--- src/rtl/booth_mul_seq.sv ---
// booth_mul_seq: iterative radix-4 Booth multiplier.
// Accepts one operand pair through a valid/ready handshake, retires one Booth
// digit per cycle into a guarded accumulator, then presents the exact
// double-width product until the consumer takes it.
module booth_mul_seq #(
    parameter int WIDTH = 32
) (
    input  logic                 clk,
    input  logic                 rst,
    input  logic                 in_valid,
    output logic                 in_ready,
    input  logic                 signed_mode,
    input  logic [WIDTH-1:0]     X,
    input  logic [WIDTH-1:0]     Y,
    output logic                 out_valid,
    input  logic                 out_ready,
    output logic [2*WIDTH-1:0]   P,
    output logic                 busy
);

    // Accumulator carries two guard bits above the product so the transient
    // overflow of the corner operands (-2^(WIDTH-1), all-ones) wraps harmlessly.
    localparam int ACC_W = 2 * WIDTH + 2;
    // Wide enough to hold the largest digit index (WIDTH/2 in unsigned mode).
    localparam int CW    = $clog2(WIDTH / 2 + 2);
    // Wide enough to hold the largest shift amount, 2*(WIDTH/2) = WIDTH.
    localparam int SW    = $clog2(ACC_W);
    // Selected multiple of the multiplicand: 2*Xe needs one bit more than Xe.
    localparam int SEL_W = WIDTH + 3;

    typedef enum logic [1:0] {
        ST_IDLE = 2'd0,
        ST_RUN  = 2'd1,
        ST_DONE = 2'd2
    } state_t;

    state_t             state_q, state_d;
    logic [WIDTH+1:0]   xe_q, xe_d;     // extended multiplicand
    logic [WIDTH+2:0]   ye_q, ye_d;     // extended multiplier with y[-1] appended
    logic [ACC_W-1:0]   acc_q, acc_d;   // running sum of shifted partial products
    logic [CW-1:0]      cnt_q, cnt_d;   // index of the digit retired this cycle
    logic [CW-1:0]      last_q, last_d; // index of the final digit (mode dependent)

    // Datapath intermediates for the current digit.
    logic [SW-1:0]      shamt;
    logic [WIDTH+2:0]   ye_shifted;
    logic [2:0]         triplet;
    logic [SEL_W-1:0]   sel;
    logic               neg;
    logic [SEL_W-1:0]   pp_raw;
    logic [ACC_W-1:0]   pp_ext;
    logic [ACC_W-1:0]   pp_shifted;
    logic [ACC_W-1:0]   carry_in;
    logic [ACC_W-1:0]   acc_sum;
    logic               accept;

    // Booth digit selection and accumulation for the digit at cnt_q.
    always_comb begin
        // NOTE: every signal assigned here gets a default first, so no path
        // through the case statement can leave a value held and infer a latch.
        sel        = '0;
        neg        = 1'b0;
        shamt      = SW'(cnt_q) << 1;
        ye_shifted = ye_q >> shamt;
        triplet    = ye_shifted[2:0];

        unique case (triplet)
            3'b001, 3'b010: sel = {xe_q[WIDTH+1], xe_q};
            3'b011:         sel = {xe_q, 1'b0};
            3'b100:         begin sel = {xe_q, 1'b0};            neg = 1'b1; end
            3'b101, 3'b110: begin sel = {xe_q[WIDTH+1], xe_q};   neg = 1'b1; end
            default:        sel = '0; // 000, 111: zero digit
        endcase

        // Negation: one's complement here, the +1 enters as a carry at bit 2i,
        // so the whole step is a single add with no correction pass.
        pp_raw     = neg ? ~sel : sel;
        pp_ext     = {{(ACC_W - SEL_W){pp_raw[SEL_W-1]}}, pp_raw};
        pp_shifted = pp_ext << shamt;
        carry_in   = ACC_W'(neg) << shamt;
        acc_sum    = acc_q + pp_shifted + carry_in;
    end

    assign accept = in_valid && (state_q == ST_IDLE);

    // Next-state and register-load control for IDLE -> RUN -> DONE -> IDLE.
    always_comb begin
        state_d = state_q;
        xe_d    = xe_q;
        ye_d    = ye_q;
        acc_d   = acc_q;
        cnt_d   = cnt_q;
        last_d  = last_q;

        unique case (state_q)
            ST_IDLE: begin
                if (accept) begin
                    xe_d    = signed_mode ? {{2{X[WIDTH-1]}}, X} : {2'b00, X};
                    ye_d    = {{2{signed_mode & Y[WIDTH-1]}}, Y, 1'b0};
                    acc_d   = '0;
                    cnt_d   = '0;
                    // Unsigned needs one extra digit to consume the zero
                    // extension that makes the top Booth digit non-negative.
                    last_d  = signed_mode ? CW'(WIDTH / 2 - 1) : CW'(WIDTH / 2);
                    state_d = ST_RUN;
                end
            end
            ST_RUN: begin
                acc_d = acc_sum;
                cnt_d = cnt_q + CW'(1);
                if (cnt_q == last_q) begin
                    state_d = ST_DONE;
                end
            end
            ST_DONE: begin
                if (out_ready) begin
                    state_d = ST_IDLE;
                end
            end
            default: state_d = ST_IDLE;
        endcase
    end

    // State and datapath registers; reset abandons any operation in flight.
    always_ff @(posedge clk or posedge rst) begin
        // NOTE: sequential state uses non-blocking assignments so every flop
        // samples its pre-edge inputs regardless of statement order.
        // NOTE: the datapath registers are reset too: P is defined as zero
        // during reset and an aborted operation must leave no residue.
        if (rst) begin
            state_q <= ST_IDLE;
            xe_q    <= '0;
            ye_q    <= '0;
            acc_q   <= '0;
            cnt_q   <= '0;
            last_q  <= '0;
        end else begin
            state_q <= state_d;
            xe_q    <= xe_d;
            ye_q    <= ye_d;
            acc_q   <= acc_d;
            cnt_q   <= cnt_d;
            last_q  <= last_d;
        end
    end

    // Handshake and status outputs decode directly from the state register.
    assign in_ready  = (state_q == ST_IDLE);
    assign busy      = (state_q == ST_RUN);
    assign out_valid = (state_q == ST_DONE);
    // The accumulator is untouched in DONE and IDLE, so P is stable while
    // out_valid is high and keeps its value after the handshake.
    assign P         = acc_q[2*WIDTH-1:0];

endmodule
--- config.mk ---
export PLATFORM = sky130hd
export DESIGN_NAME = booth_mul_seq
export DESIGN_NICKNAME = d
export VERILOG_FILES = /design/src/rtl/booth_mul_seq.sv
export SDC_FILE = /design/constraint.sdc
export NUM_CORES = 1
export LEC_CHECK = 0
export BUFFER_PORTS_ARGS = -buffer_cell sky130_fd_sc_hd__buf_2
export CORE_UTILIZATION = 48
export DETAILED_ROUTE_END_ITERATION = 8
export PLACE_DENSITY = 0.67
export SLEW_MARGIN = 20
export SYNTH_ARGS = -nofsm -noshare
export SYNTH_HDL_FRONTEND = slang
export SYNTH_SLANG_ARGS = --single-unit
export TNS_END_PERCENT = 1
--- constraint.sdc ---
create_clock -name clk -period 10.62 [get_ports clk]
set_clock_uncertainty 0.15 [all_clocks]
set_input_delay 0 -clock clk [delete_from_list [all_inputs] [get_ports clk]]
set_output_delay 0 -clock clk [all_outputs]
set_load 0.05 [all_outputs]
==> summary by stage <==
STA
The max-slew violation total from the final report came to 0. In the final timing run, aggregate negative setup slack is 0 ns. The highest clock frequency the design can meet is 104 MHz. Setup violations remaining at the end of the flow were counted as 0.

The hold violation total from the final report came to 0. The routed design could run at a clock period as short as around 9.6 ns. The smallest setup slack after layout is roughly 1 ns. The tightest slew margin relative to the limit is between 20% and 30%. Setup repair after global routing left no endpoint under its margin.

The actual transition at the worst max-transition pin is 1.08 ns. The final clock period utilization by the worst path is about nine tenths.

GRT
The initial antenna violation count came to 0. The pin count of the biggest net entering global routing is ~100. The wire length of the first global-routing pass is between 60 and 70 mm. The global-route congestion overflow total is 0. The number of global-route vias before repair is 12500.

The overall global routing resource usage is between 20% and 30%.

Critical path
The endpoint of the worst-slack reg-to-reg timing path is acc_q[63]. The worst stage delay on the critical path is ~0.8 ns. The most critical setup path has its startpoint at cnt_q[0]. The worst setup path is of the reg2reg kind.

In this run the register-to-register setup slack is just over 1 ns. The slowest stage of the critical path is the xnor2_1 cell. The most repeated library cell on the critical path is o21ai_0. In this run the critical register-to-register path is launched from cnt_q[0].

The worst path required time is 10.77 ns. The critical path endpoint category is a flip-flop. The critical path contains buffers and inverters numbering 3 combined.

STA puts the critical path data arrival time at ~10 ns. The worst setup path is launched from a flip-flop. The largest fanout of any net on the critical path is 35. On the critical path the largest part of the delay comes from compound AO/OA/AOI/OAI gates.

The number of cells on the worst reg-to-reg path is 27.

Synthesis
The count of distinct cell types in the synthesized netlist is 79. Summing the areas of all and, or, nand and nor instances in the mapped netlist gives 18.2% of the synthesized area. Summing the areas of all xor and xnor instances in the mapped netlist gives roughly 7% of the synthesized area. The primary flip-flop cell chosen by synthesis mapping is dfrtp_1. The dominant combinational cell family by area after synthesis is compound AO/OA/AOI/OAI gates. In this run, synthesis produced a sequential element count of around 140.

The proportion of synthesized flip-flops having asynchronous set or reset is 100%. The arithmetic-cell share of the synthesized area counting full adders, half adders and majority gates is between 10 and 15%. Yosys printed 0 warnings. In the synthesized netlist, the number of instances is roughly 1700. The synthesized area per cell is roughly 8.1 um^2. The number of synthesized flops with an enable pin is 0.

Summing the areas of all compound-gate instances in the mapped netlist gives roughly 22% of the synthesized area. Summing the sequential cell areas from Yosys gives approximately a quarter of the chip area. In the synthesized netlist, mux cells make up ~9% of the area. The mapped netlist covers about 0.014 mm^2.

Finish
The number of inserted diodes is 0. The area taken by flip-flops and latches is 0.00348 mm^2. Leaving out fill and tap cells, the most frequent cells in the layout are 347 x nand2_1, 136 x dfrtp_1, 135 x buf_2, 122 x o21ai_0, 110 x a21oi_1. After the last flow step, the layout net total stands at 2053. Summing all multi-input logic gate instances after layout gives slightly below 0.01 mm^2. The number of filler cells placed in the layout is roughly 2600.

Leaving out fill and tap cells, the most frequent cell in the layout is nand2_1. Compared with the post-synthesis result, the final layout area differs by 15.8%. In the final layout, the share of cells above drive strength 1 is 12.9%.

Place
Routability-driven placement finished with a final weighted congestion of 0.959. The half-perimeter wire length after detailed placement is about 31 mm. The count of buffers from port buffering is approximately 140. At the placement stage, the worst setup path has a slack of a little over 1 ns.

Routing
The final layout contains routed wiring with a total length of around 42 mm. In the routed layout, each cell is associated on average with a via count of between 5 and 6. The post-route antenna net violation count is 0. The count of TritonRoute iterations in the first routing pass is 5. The detailed router finished its first iteration with approximately 1100 violations. For this run, design rule violations remaining after detail routing come to 0. The average detailed-routed wire length per instance is 18.5 um. For this block, the via count after detailed routing is 13000.

CTS
Clock tree synthesis found a total of around 140 sinks. The clock latency on the worst-skew pair is approximately 0.45 ns. TritonCTS built the clock tree. The clock passes through at most 2 buffers.

The root buffer cell is clkbuf_16. After clock tree synthesis, the clock-pin slew on the worst setup and hold paths is roughly 0.07 ns. The maximum level of the CTS H-tree is 4.

The number of CTS-inserted buffers is 17. The number of gates resized after CTS was 0.

Die
Pin placement for this block handled 136 I/O pins. The total core area is between 0.02 and 0.03 mm^2. Measured along the x axis, the die boundary spans 171 um.

The height of the chip is between 150 and 200 um. The floorplan has 61 rows. The starting density of the core is between 40% and 50%. The full die area is between 0.02 and 0.03 mm^2.

Run
The tool flagged a number of max-cap violations equal to 0.

Min path
The tightest min-delay check is of the in2async type.

Status
The run finished with clean final reports.
-- layout make-up --
class	count	share of cell area (%)
repair buffers	221	9.33
clock buffers	17	2.67
clock inverters	14	0.925
flip-flops and latches	139	21.8
inverters	79	1.89
multi-input cells	1395	60.4
well taps	378	2.96
-- worst max-delay path by stage --
stage / endpoint / depth (start not counted)
2_1_floorplan: acc_q[63] / 32
3_3_place_gp: acc_q[63] / 27
3_5_place_dp: acc_q[63] / 27
4_1_cts: acc_q[63] / 27
5_1_grt: acc_q[63] / 27
6_report: acc_q[63] / 27
-- through the flow --
step                utilization [%]  cells  hold slack (ns)  area [um^2]
detailed placement             52.5   2145         -0.00740        14700
global placement               52.5   2145         -0.00746        14700
floorplan                         -   1718          -0.0446        13800
global route                   57.0   2243            0.115        16000
finish                         57.0   2243           0.0577        16000
CTS                            57.0   2243           0.0648        16000
-- Yosys cell counts (7+ instances only) --
cell type,number,share of area (%)
a211oi_1,17,0.93
a21o_1,44,2.4
a21oi_1,110,4.0
a22oi_1,20,1.1
a31oi_1,9,0.41
a32oi_1,7,0.45
and2_1,15,0.68
buf_1,15,0.41
buf_2,10,0.36
clkbuf_1,77,2.1
dfrtp_1,139,25
fa_1,33,4.8
ha_1,98,8.9
inv_1,76,2.1
mux2_2,9,0.74
mux2i_1,74,5.4
mux4_2,16,2.6
nand2_1,348,9.5
nand2b_1,11,0.50
nand3_1,46,1.7
nand4_1,9,0.41
nor2_1,88,2.4
nor2b_1,12,0.54
nor3_1,22,0.80
o211ai_1,18,0.98
o21a_1,15,0.82
o21ai_0,122,4.4
o21bai_1,10,0.54
o22ai_1,11,0.50
xnor2_1,82,5.2
xor2_1,25,1.6
-- worst register-to-register path, cell delays in order (launching register included) --
cell and delay (ns):
dfrtp_1 0.65, buf_4 0.34, inv_2 0.07, buf_4 0.45
o22ai_1 0.17, mux4_2 0.45, o21ai_0 0.33, ha_1 0.56
nor3_1 0.18, or2_2 0.62, xnor2_1 0.79, nor2_1 0.15
a211oi_1 0.33, o21ai_0 0.12, o22ai_1 0.30, fa_1 0.48
ha_1 0.42, nand2_1 0.15, or2_2 0.33, nor3_1 0.32
o21ai_0 0.25, or4_1 0.44, o32a_1 0.25, a221oi_1 0.42
a2111o_1 0.21, a31oi_1 0.08, xnor3_1 0.37, o21ai_1 0.06
-- registers in the layout, summed over array words and instances, names as in the netlist --
register,count
acc_q,64
cnt_q,5
last_q,2
state_q,2
xe_q,33
ye_q,33
-- per-layer routing --
| metal | vias to the layer above | part of all wire, % | GRT usage, % | wire [um] |
|---|---|---|---|---|
| met5 | - | 0 | 0 | 0 |
| met4 | 0 | 2.7 | 10.6 | 1140 |
| met3 | 67 | 5.7 | 4.97 | 2350 |
| met2 | 436 | 47 | 47.3 | 19400 |
| met1 | 6192 | 45 | 38.7 | 18600 |
| li1 | 6303 | - | - | - |
-- logic make-up (layout without fill, tap and decap cells) --
kind of cell / Yosys count / in the layout
adders and majority gates: 131 / 131
AOI/OAI and AO/OA: 457 / 457
and+or+nand+nor: 583 / 583
other: 2 / 15
muxes: 101 / 101
buffers and inverters: 184 / 331
xor gates and xnor gates: 108 / 108
DFF: 139 / 139
-- what timing repair did --
item                                   CTS  global route
hold buffers                            67             0
endpoints found under the hold margin  138             0
setup buffers                            0             0
Power is left out: the tool's default activity adds up to more than one toggle a clock period on the data nets, which glitch-free logic cannot reach.
